===== config.mk =====
export PLATFORM = sky130hd
export DESIGN_NAME = decode_regread_stage_flat
export DESIGN_NICKNAME = d
export VERILOG_FILES = /design/src/rtl/decode_regread_if.sv /design/src/rtl/decode_regread_stage.sv /design/src/flat_wrapper.sv
export SDC_FILE = /design/constraint.sdc
export NUM_CORES = 2
export LEC_CHECK = 0
export CAP_MARGIN = 20
export CELL_PAD_IN_SITES_DETAIL_PLACEMENT = 0
export CELL_PAD_IN_SITES_GLOBAL_PLACEMENT = 1
export CORE_UTILIZATION = 51
export DETAILED_ROUTE_END_ITERATION = 10
export PLACE_DENSITY = 0.82
export SKIP_LAST_GASP = 1
export SLEW_MARGIN = 10
export SYNTH_ARGS = -nofsm -noshare
export SYNTH_HDL_FRONTEND = slang
export SYNTH_SLANG_ARGS = --single-unit

===== constraint.sdc =====
create_clock -name clk -period 58.4 [get_ports clk]
set_input_delay 14.6 -clock clk [delete_from_list [all_inputs] [get_ports clk]]
set_output_delay 14.6 -clock clk [all_outputs]
set_load 0.01 [all_outputs]

===== src/rtl/decode_regread_if.sv =====
// Interface bundling the decode-side input, writeback and execute-side output signals
// of decode_regread_stage. The master modport drives the stage; the slave modport is the stage.
interface decode_regread_if #(
  parameter int unsigned XLEN      = 32,
  parameter int unsigned AW        = 5,
  parameter int unsigned NUM_READ  = 2,
  parameter int unsigned PAYLOAD_W = 64
);
  logic                     in_valid;
  logic                     in_ready;
  logic [31:0]              in_pc;
  logic [NUM_READ*AW-1:0]   in_rs_id;
  logic [AW-1:0]            in_rd_id;
  logic [PAYLOAD_W-1:0]     in_payload;
  logic                     flush;
  logic                     wr_en;
  logic [AW-1:0]            wr_id;
  logic [XLEN-1:0]          wr_data;
  logic                     out_valid;
  logic                     out_ready;
  logic [31:0]              out_pc;
  logic [NUM_READ*XLEN-1:0] out_rs_data;
  logic [AW-1:0]            out_rd_id;
  logic [PAYLOAD_W-1:0]     out_payload;

  modport master (
    output in_valid, in_pc, in_rs_id, in_rd_id, in_payload, flush,
    output wr_en, wr_id, wr_data, out_ready,
    input  in_ready, out_valid, out_pc, out_rs_data, out_rd_id, out_payload
  );

  modport slave (
    input  in_valid, in_pc, in_rs_id, in_rd_id, in_payload, flush,
    input  wr_en, wr_id, wr_data, out_ready,
    output in_ready, out_valid, out_pc, out_rs_data, out_rd_id, out_payload
  );
endinterface


===== src/rtl/decode_regread_stage.sv =====
// Decode register-read stage: multi-port register file with same-cycle write bypass and a
// one-entry valid/ready output register whose held operands track later writebacks.
module decode_regread_stage #(
  parameter int unsigned XLEN      = 32,
  parameter int unsigned NREGS     = 32,
  parameter int unsigned AW        = $clog2(NREGS),
  parameter int unsigned NUM_READ  = 2,
  parameter int unsigned PAYLOAD_W = 64,
  parameter bit          ZERO_REG  = 1'b1
) (
  input  logic          clk,
  input  logic          reset,
  decode_regread_if.slave bus
);

  logic [XLEN-1:0]          regs_q [NREGS];
  logic [NUM_READ*XLEN-1:0] rd_data;
  logic [NUM_READ*AW-1:0]   held_rs_q;
  logic [NUM_READ*XLEN-1:0] out_rs_data_q;
  logic [31:0]              out_pc_q;
  logic [AW-1:0]            out_rd_id_q;
  logic [PAYLOAD_W-1:0]     out_payload_q;
  logic                     out_valid_q;
  logic                     ready;
  logic                     accept;
  logic                     wr_hit;

  assign ready  = !reset && !bus.flush && (!out_valid_q || bus.out_ready);
  assign accept = bus.in_valid && ready;
  // Writes that actually land in the register file (index 0 is hardwired when ZERO_REG).
  assign wr_hit = bus.wr_en && !(ZERO_REG && (bus.wr_id == '0));

  always_ff @(posedge clk or posedge reset) begin
    if (reset) begin
      for (int i = 0; i < NREGS; i++) begin
        regs_q[i] <= '0;
      end
    end else if (wr_hit) begin
      regs_q[bus.wr_id] <= bus.wr_data;
    end
  end

  for (genvar k = 0; k < NUM_READ; k++) begin : g_port
    logic [AW-1:0] rs;
    assign rs = bus.in_rs_id[k*AW +: AW];
    assign rd_data[k*XLEN +: XLEN] = (ZERO_REG && (rs == '0))            ? '0 :
                                     (bus.wr_en && (bus.wr_id == rs))    ? bus.wr_data :
                                                                           regs_q[rs];
  end

  always_ff @(posedge clk or posedge reset) begin
    if (reset) begin
      out_valid_q   <= 1'b0;
      out_pc_q      <= '0;
      out_rd_id_q   <= '0;
      out_payload_q <= '0;
      out_rs_data_q <= '0;
      held_rs_q     <= '0;
    end else if (bus.flush) begin
      out_valid_q <= 1'b0;
    end else if (accept) begin
      out_valid_q   <= 1'b1;
      out_pc_q      <= bus.in_pc;
      out_rd_id_q   <= bus.in_rd_id;
      out_payload_q <= bus.in_payload;
      out_rs_data_q <= rd_data;
      held_rs_q     <= bus.in_rs_id;
    end else if (out_valid_q && bus.out_ready) begin
      out_valid_q <= 1'b0;
    end else if (out_valid_q) begin
      // Stalled instruction must see writebacks that retire while it waits.
      for (int k = 0; k < NUM_READ; k++) begin
        if (wr_hit && (bus.wr_id == held_rs_q[k*AW +: AW])) begin
          out_rs_data_q[k*XLEN +: XLEN] <= bus.wr_data;
        end
      end
    end
  end

  assign bus.in_ready    = ready;
  assign bus.out_valid   = out_valid_q;
  assign bus.out_pc      = out_pc_q;
  assign bus.out_rs_data = out_rs_data_q;
  assign bus.out_rd_id   = out_rd_id_q;
  assign bus.out_payload = out_payload_q;

endmodule


===== src/flat_wrapper.sv =====
// flat-port wrapper written by rule: the top's interface ports become plain ports
module decode_regread_stage_flat 
#(
  parameter int unsigned XLEN      = 32,
  parameter int unsigned NREGS     = 32,
  parameter int unsigned AW        = $clog2(NREGS),
  parameter int unsigned NUM_READ  = 2,
  parameter int unsigned PAYLOAD_W = 64,
  parameter bit          ZERO_REG  = 1'b1
)
  (clk, reset, bus_in_valid, bus_in_pc, bus_in_rs_id, bus_in_rd_id, bus_in_payload, bus_flush, bus_wr_en, bus_wr_id, bus_wr_data, bus_out_ready, bus_in_ready, bus_out_valid, bus_out_pc, bus_out_rs_data, bus_out_rd_id, bus_out_payload);
  decode_regread_if #(.XLEN(XLEN), .AW(AW), .NUM_READ(NUM_READ), .PAYLOAD_W(PAYLOAD_W)) bus_i ();
  input  logic clk;
  input  logic reset;
  input wire logic [$bits(bus_i.in_valid)-1:0] bus_in_valid;
  input wire logic [$bits(bus_i.in_pc)-1:0] bus_in_pc;
  input wire logic [$bits(bus_i.in_rs_id)-1:0] bus_in_rs_id;
  input wire logic [$bits(bus_i.in_rd_id)-1:0] bus_in_rd_id;
  input wire logic [$bits(bus_i.in_payload)-1:0] bus_in_payload;
  input wire logic [$bits(bus_i.flush)-1:0] bus_flush;
  input wire logic [$bits(bus_i.wr_en)-1:0] bus_wr_en;
  input wire logic [$bits(bus_i.wr_id)-1:0] bus_wr_id;
  input wire logic [$bits(bus_i.wr_data)-1:0] bus_wr_data;
  input wire logic [$bits(bus_i.out_ready)-1:0] bus_out_ready;
  output wire logic [$bits(bus_i.in_ready)-1:0] bus_in_ready;
  output wire logic [$bits(bus_i.out_valid)-1:0] bus_out_valid;
  output wire logic [$bits(bus_i.out_pc)-1:0] bus_out_pc;
  output wire logic [$bits(bus_i.out_rs_data)-1:0] bus_out_rs_data;
  output wire logic [$bits(bus_i.out_rd_id)-1:0] bus_out_rd_id;
  output wire logic [$bits(bus_i.out_payload)-1:0] bus_out_payload;
  assign bus_i.in_valid = bus_in_valid;
  assign bus_i.in_pc = bus_in_pc;
  assign bus_i.in_rs_id = bus_in_rs_id;
  assign bus_i.in_rd_id = bus_in_rd_id;
  assign bus_i.in_payload = bus_in_payload;
  assign bus_i.flush = bus_flush;
  assign bus_i.wr_en = bus_wr_en;
  assign bus_i.wr_id = bus_wr_id;
  assign bus_i.wr_data = bus_wr_data;
  assign bus_i.out_ready = bus_out_ready;
  assign bus_in_ready = bus_i.in_ready;
  assign bus_out_valid = bus_i.out_valid;
  assign bus_out_pc = bus_i.out_pc;
  assign bus_out_rs_data = bus_i.out_rs_data;
  assign bus_out_rd_id = bus_i.out_rd_id;
  assign bus_out_payload = bus_i.out_payload;
  decode_regread_stage #(.XLEN(XLEN), .NREGS(NREGS), .AW(AW), .NUM_READ(NUM_READ), .PAYLOAD_W(PAYLOAD_W), .ZERO_REG(ZERO_REG)) u_core (.clk(clk), .reset(reset), .bus(bus_i));
endmodule

# Yosys cells after proc, flatten, opt, wreduce, memory -nomap -nowiden
# Cells that the tools add are included.
# op_classes
n_lt_le_gt_ge,4
n_eq_ne,5
muxes,21
bitwise_logic,4
n_reduce_logical,25
# ops
op,count
1024-bit bitwise mux,1
32-bit 2-to-1 mux,11
32-bit binary-select mux with 5-bit select,2
64-bit 2-to-1 mux,3
32-bit demux with 5-bit select,1
5-bit == test,4
6-bit greater-or-equal comparator (second input constant),3
5-bit NOT with 6-bit output,3
5-bit logical NOT,3
1-bit logical AND,10
4-bit AND reduction,2
6-bit by 1-bit < comparator with 1-bit output (second input constant),1
2-bit nonzero test,3
1-bit logical NOT,4
1-bit 2-to-1 mux,3
3-bit nonzero test,1
2-bit by 1-bit inequality test with 1-bit output (second input constant),1
2-bit AND reduction,1
1-bit logical OR,1
1-bit NOT,1
# word_totals
regBits,1200
input_bits,154
out_inout_bits,167
word_cells,98

# Depth between registers and ports, before layout
# depth
depth_word,8
ltp_mapped,10
mapped_depth_nobuf,5

# Worst setup path before layout
# Ideal clock, no wire load.
# synth_timing
path_kind,input to output
startpoint,input bus_out_ready
endpoint,output bus_in_ready
arrival_time_ps,14917
path_slack_ps,28883
cell_stages,2
path_buffers,0
cell_sequence,nand2b_1 and2_1
# synth_via
elab_chain_cells,2
# synth_rtl
item,line,source
"start, declared",flat_wrapper.sv:24,input wire logic [$bits(bus_i.out_ready)-1:0] bus_out_ready;
1-bit logical OR,decode_regread_stage.sv:28,assign ready = !reset && !bus.flush && (!out_valid_q || bus.out_ready);
1-bit logical AND,decode_regread_stage.sv:28,
"end, declared",flat_wrapper.sv:25,output wire logic [$bits(bus_i.in_ready)-1:0] bus_in_ready;
# Every way passes these cells.

# Final worst setup path
# layout_timing
startpoint,input reset
endpoint,output bus_in_ready
# layout_via
elab_chain_cells,3
# layout_rtl
item,line,source
"start, declared",flat_wrapper.sv:14,input logic reset;
1-bit logical NOT (no source line),--,
1-bit logical AND (2 in a row),decode_regread_stage.sv:28,
# Every way passes these cells.

==> flow_metrics.py <==
metrics = {
    "sta": {
        "slew_headroom": 0.229,
        "finClkSkew_ps": 20.7,
        "timing.final.hold_violations": 0,
        "fmax_ghz": 0.0323,
        "fin_crit_sh": 0.529,
        "rsz0062_at_grt": "false",
        "setup_tns_ps": 0,
        "maxSlewViolCount": 0,
        "setup_viol": 0,
        "tightestPinTransition_ps": 1160,
        "worst_slack_ps": 27480,
        "finalCriticalPeriod_ps": 30920,
    },
    "cts": {
        "cts-root-buf": "clkbuf_16",
        "clock_latency_ps": 760,
        "cts_tree": "done",
        "cts_setup_buffers": 0,
        "clk_pin_slew_ps": 60,
        "postCtsHoldBufs": 0,
        "cts-resized-gates": 0,
        "htree_levels": 4,
        "cts_buffer_depth": 3,
        "cts.sinks": 1200,
        "cts_made_buffers": 131,
    },
    "worst_hold_path": {
        "worstHoldPathType": "flop to flop",
    },
    "setup_path": {
        "cp_slowest_cell": "clkdlybuf4s50_1",
        "path_max_fanout": 3,
        "crit_top_cell": "clkdlybuf4s50_1",
        "crit_chain": "clkdlybuf4s50_1, nor2_1, and2_1, clkdlybuf4s50_1",
        "cp.arrival_ps": 16320,
        "cpPeakStageDelay_ps": 580,
        "required_ps": 43800,
        "crit_type": "input pin to output port",
        "cp-start-kind": "input pin",
        "end_kind": "output port",
    },
    "grt": {
        "grt_start_max_net_pins": 151,
        "grt_usage": 0.342,
        "grt_pass1_vias": 43700,
        "grt_pass1_wl_um": 303000,
        "grt.overflow.total": 0,
        "antenna_found_initial": 11,
    },
    "synthesis": {
        "netlist_area_um2": 61800,
        "synth_fp_nets": 4646,
        "syn_inst": 4492,
        "ys_seq_elements": 1200,
        "synth_area_per_cell_um2": 13.8,
        "ys_types": 58,
        "ys.flop_type": "dfrtp_1",
        "synth-edff-count": 0,
        "ys_async_sr_fraction": 1.00,
        "ys_seq_area_frac": 0.486,
        "yosysWarnings": 0,
    },
    "pwr": {
        "p_total_mw": 2.42,
        "p_per_area_nw_per_um2": 34.4,
        "cellLeakagePower_nw": 30.7,
        "vdd_drop_max_v": 0.0000301,
    },
    "cells_and_area": {
        "layout_common_cells": "dfrtp_1 (1200), mux2_2 (992), mux4_2 (401)",
        "drive_gt1_frac": 0.384,
        "layout_commonest_cell": "dfrtp_1",
        "nets": 4740,
        "syn2layout_area_growth_pct": 13.8,
    },
    "detailed_routing": {
        "ant_nets": 0,
        "drtIter0Drc": 4915,
        "met1_length_um": 80200,
        "drt_pre_antenna_iters": 6,
        "wirelength_um": 208000,
        "highest-signal-layer": "met5",
        "wl_met2_um": 94100,
        "drt-wirelength-per-cell_um": 33.0,
        "drc_errors": 0,
        "routed_via_density": 6.82,
        "vias": 43000,
        "met3_length_um": 23600,
    },
    "placed_design": {
        "portBuffers": 320,
        "pre_cts_ws_ps": 27520,
        "gp_congestion": 0.841,
        "hpwl_um": 117000,
    },
    "floorplan": {
        "coreArea_um2": 120000,
        "fp.dieW_um": 350,
        "top_level_ports": 321,
        "initial_core_util": 0.515,
        "rows": 127,
        "dieArea_um2": 123000,
        "die_h_um": 350,
    },
    "run": {
        "cap_violations": 0,
    },
    "run_status": {
        "outcome": "complete, no violations",
    },
}
[metrics by stage]
| step | hold slack, ps | utilization | std cells | area (um2) |
|---|---|---|---|---|
| 3_5_place_dp | 384 | 0.549 | 6053 | 65900 |
| 2_1_floorplan | 441 | - | 4492 | 61800 |
| 4_1_cts | 396 | 0.585 | 6284 | 70100 |
| 6_report | 397 | 0.586 | 6301 | 70300 |
| 5_1_grt | 410 | 0.586 | 6298 | 70300 |
| 3_3_place_gp | 377 | 0.549 | 6051 | 65900 |
[synthesized netlist by cell type, types with 6 or more instances]
cell type | n | share of area
a2111o_1 | 6 | 0.0011
nand4_1 | 11 | 0.0011
buf_1 | 20 | 0.0012
buf_2 | 173 | 0.014
mux2_2 | 992 | 0.18
nor2_1 | 27 | 0.0016
dfrtp_1 | 1200 | 0.49
a21o_1 | 16 | 0.0019
nor3_1 | 13 | 0.0011
buf_6 | 21 | 0.0038
mux2i_1 | 245 | 0.040
a211oi_1 | 85 | 0.010
nand2_1 | 411 | 0.025
mux4_2 | 401 | 0.15
nor4_1 | 16 | 0.0016
o21ai_0 | 39 | 0.0032
clkbuf_1 | 246 | 0.015
a2bb2oi_1 | 6 | 0.00085
a22o_1 | 55 | 0.0078
or3_1 | 26 | 0.0026
buf_4 | 36 | 0.0044
nand3_1 | 10 | 0.00081
o22a_1 | 6 | 0.00085
nand3b_1 | 7 | 0.00085
o22ai_1 | 97 | 0.0098
o221ai_1 | 49 | 0.0069
a22oi_1 | 88 | 0.011
xor2_1 | 8 | 0.0011
a32oi_1 | 26 | 0.0037
xnor2_1 | 12 | 0.0017
a21oi_1 | 89 | 0.0072
[final timing paths]
check / start / endpoint / slack, ps / cells past startpoint
min in group asynchronous: reset / u_core.bus.out_pc[27] / 14370 / 2
worst min-delay path: u_core.regs_q[999] / u_core.regs_q[999] / 400 / 0
worst max-delay path: reset / bus_in_ready / 27480 / 4
worst max register to register: u_core.bus.out_valid / u_core.bus.out_rs_data[60] / 55120 / 6
worst min register to register: u_core.regs_q[999] / u_core.regs_q[999] / 400 / 0
max in group asynchronous: reset / u_core.regs_q[470] / 39960 / 6
[metal layers]
layer | up-vias | GRT usage
li1 | 17200 | -
met1 | 22600 | 0.450
met2 | 2555 | 0.522
met3 | 581 | 0.0988
met4 | 6 | 0.165
met5 | - | 0
[flip-flops by register name, summed over array words and instances, names as in the netlist]
register	flops
u_core.held_rs_q	10
u_core.regs_q	1024
u_core.bus.out_valid	1
u_core.bus.out_rd_id	5
u_core.bus.out_rs_data	64
u_core.bus.out_payload	64
u_core.bus.out_pc	32
[worst max-delay path: cells and delay by family]
kind	cells	cell delay [ps]
buffers and inverters	2	1090
and+or+nand+nor	2	630
[cells by family after synthesis]
kind of cell    Yosys count  share of synthesized area
mux                    1639                      0.367
compound gates          575                     0.0666
simple gates            559                     0.0394
flops                  1200                      0.486
xor+xnor                 20                    0.00283
buf+inv                 499                     0.0386
[final cells by class]
class	count	area, um2
antenna	5	12.5
clock buffer	200	3910
clock inverter	31	298
fill	9465	49600
inverter	1	11.3
multi-input combinational	2793	29600
sequential	1200	30000
tap	1612	2020
timing repair buffer	459	4440
[report_power, final]
| group | switching (mW) | total, mW | internal [mW] |
|---|---|---|---|
| registers | 0.114 | 1.10 | 0.988 |
| logic | 0.206 | 0.491 | 0.286 |
| clock network | 0.349 | 0.825 | 0.476 |
(Power assumes the default switching activity.)
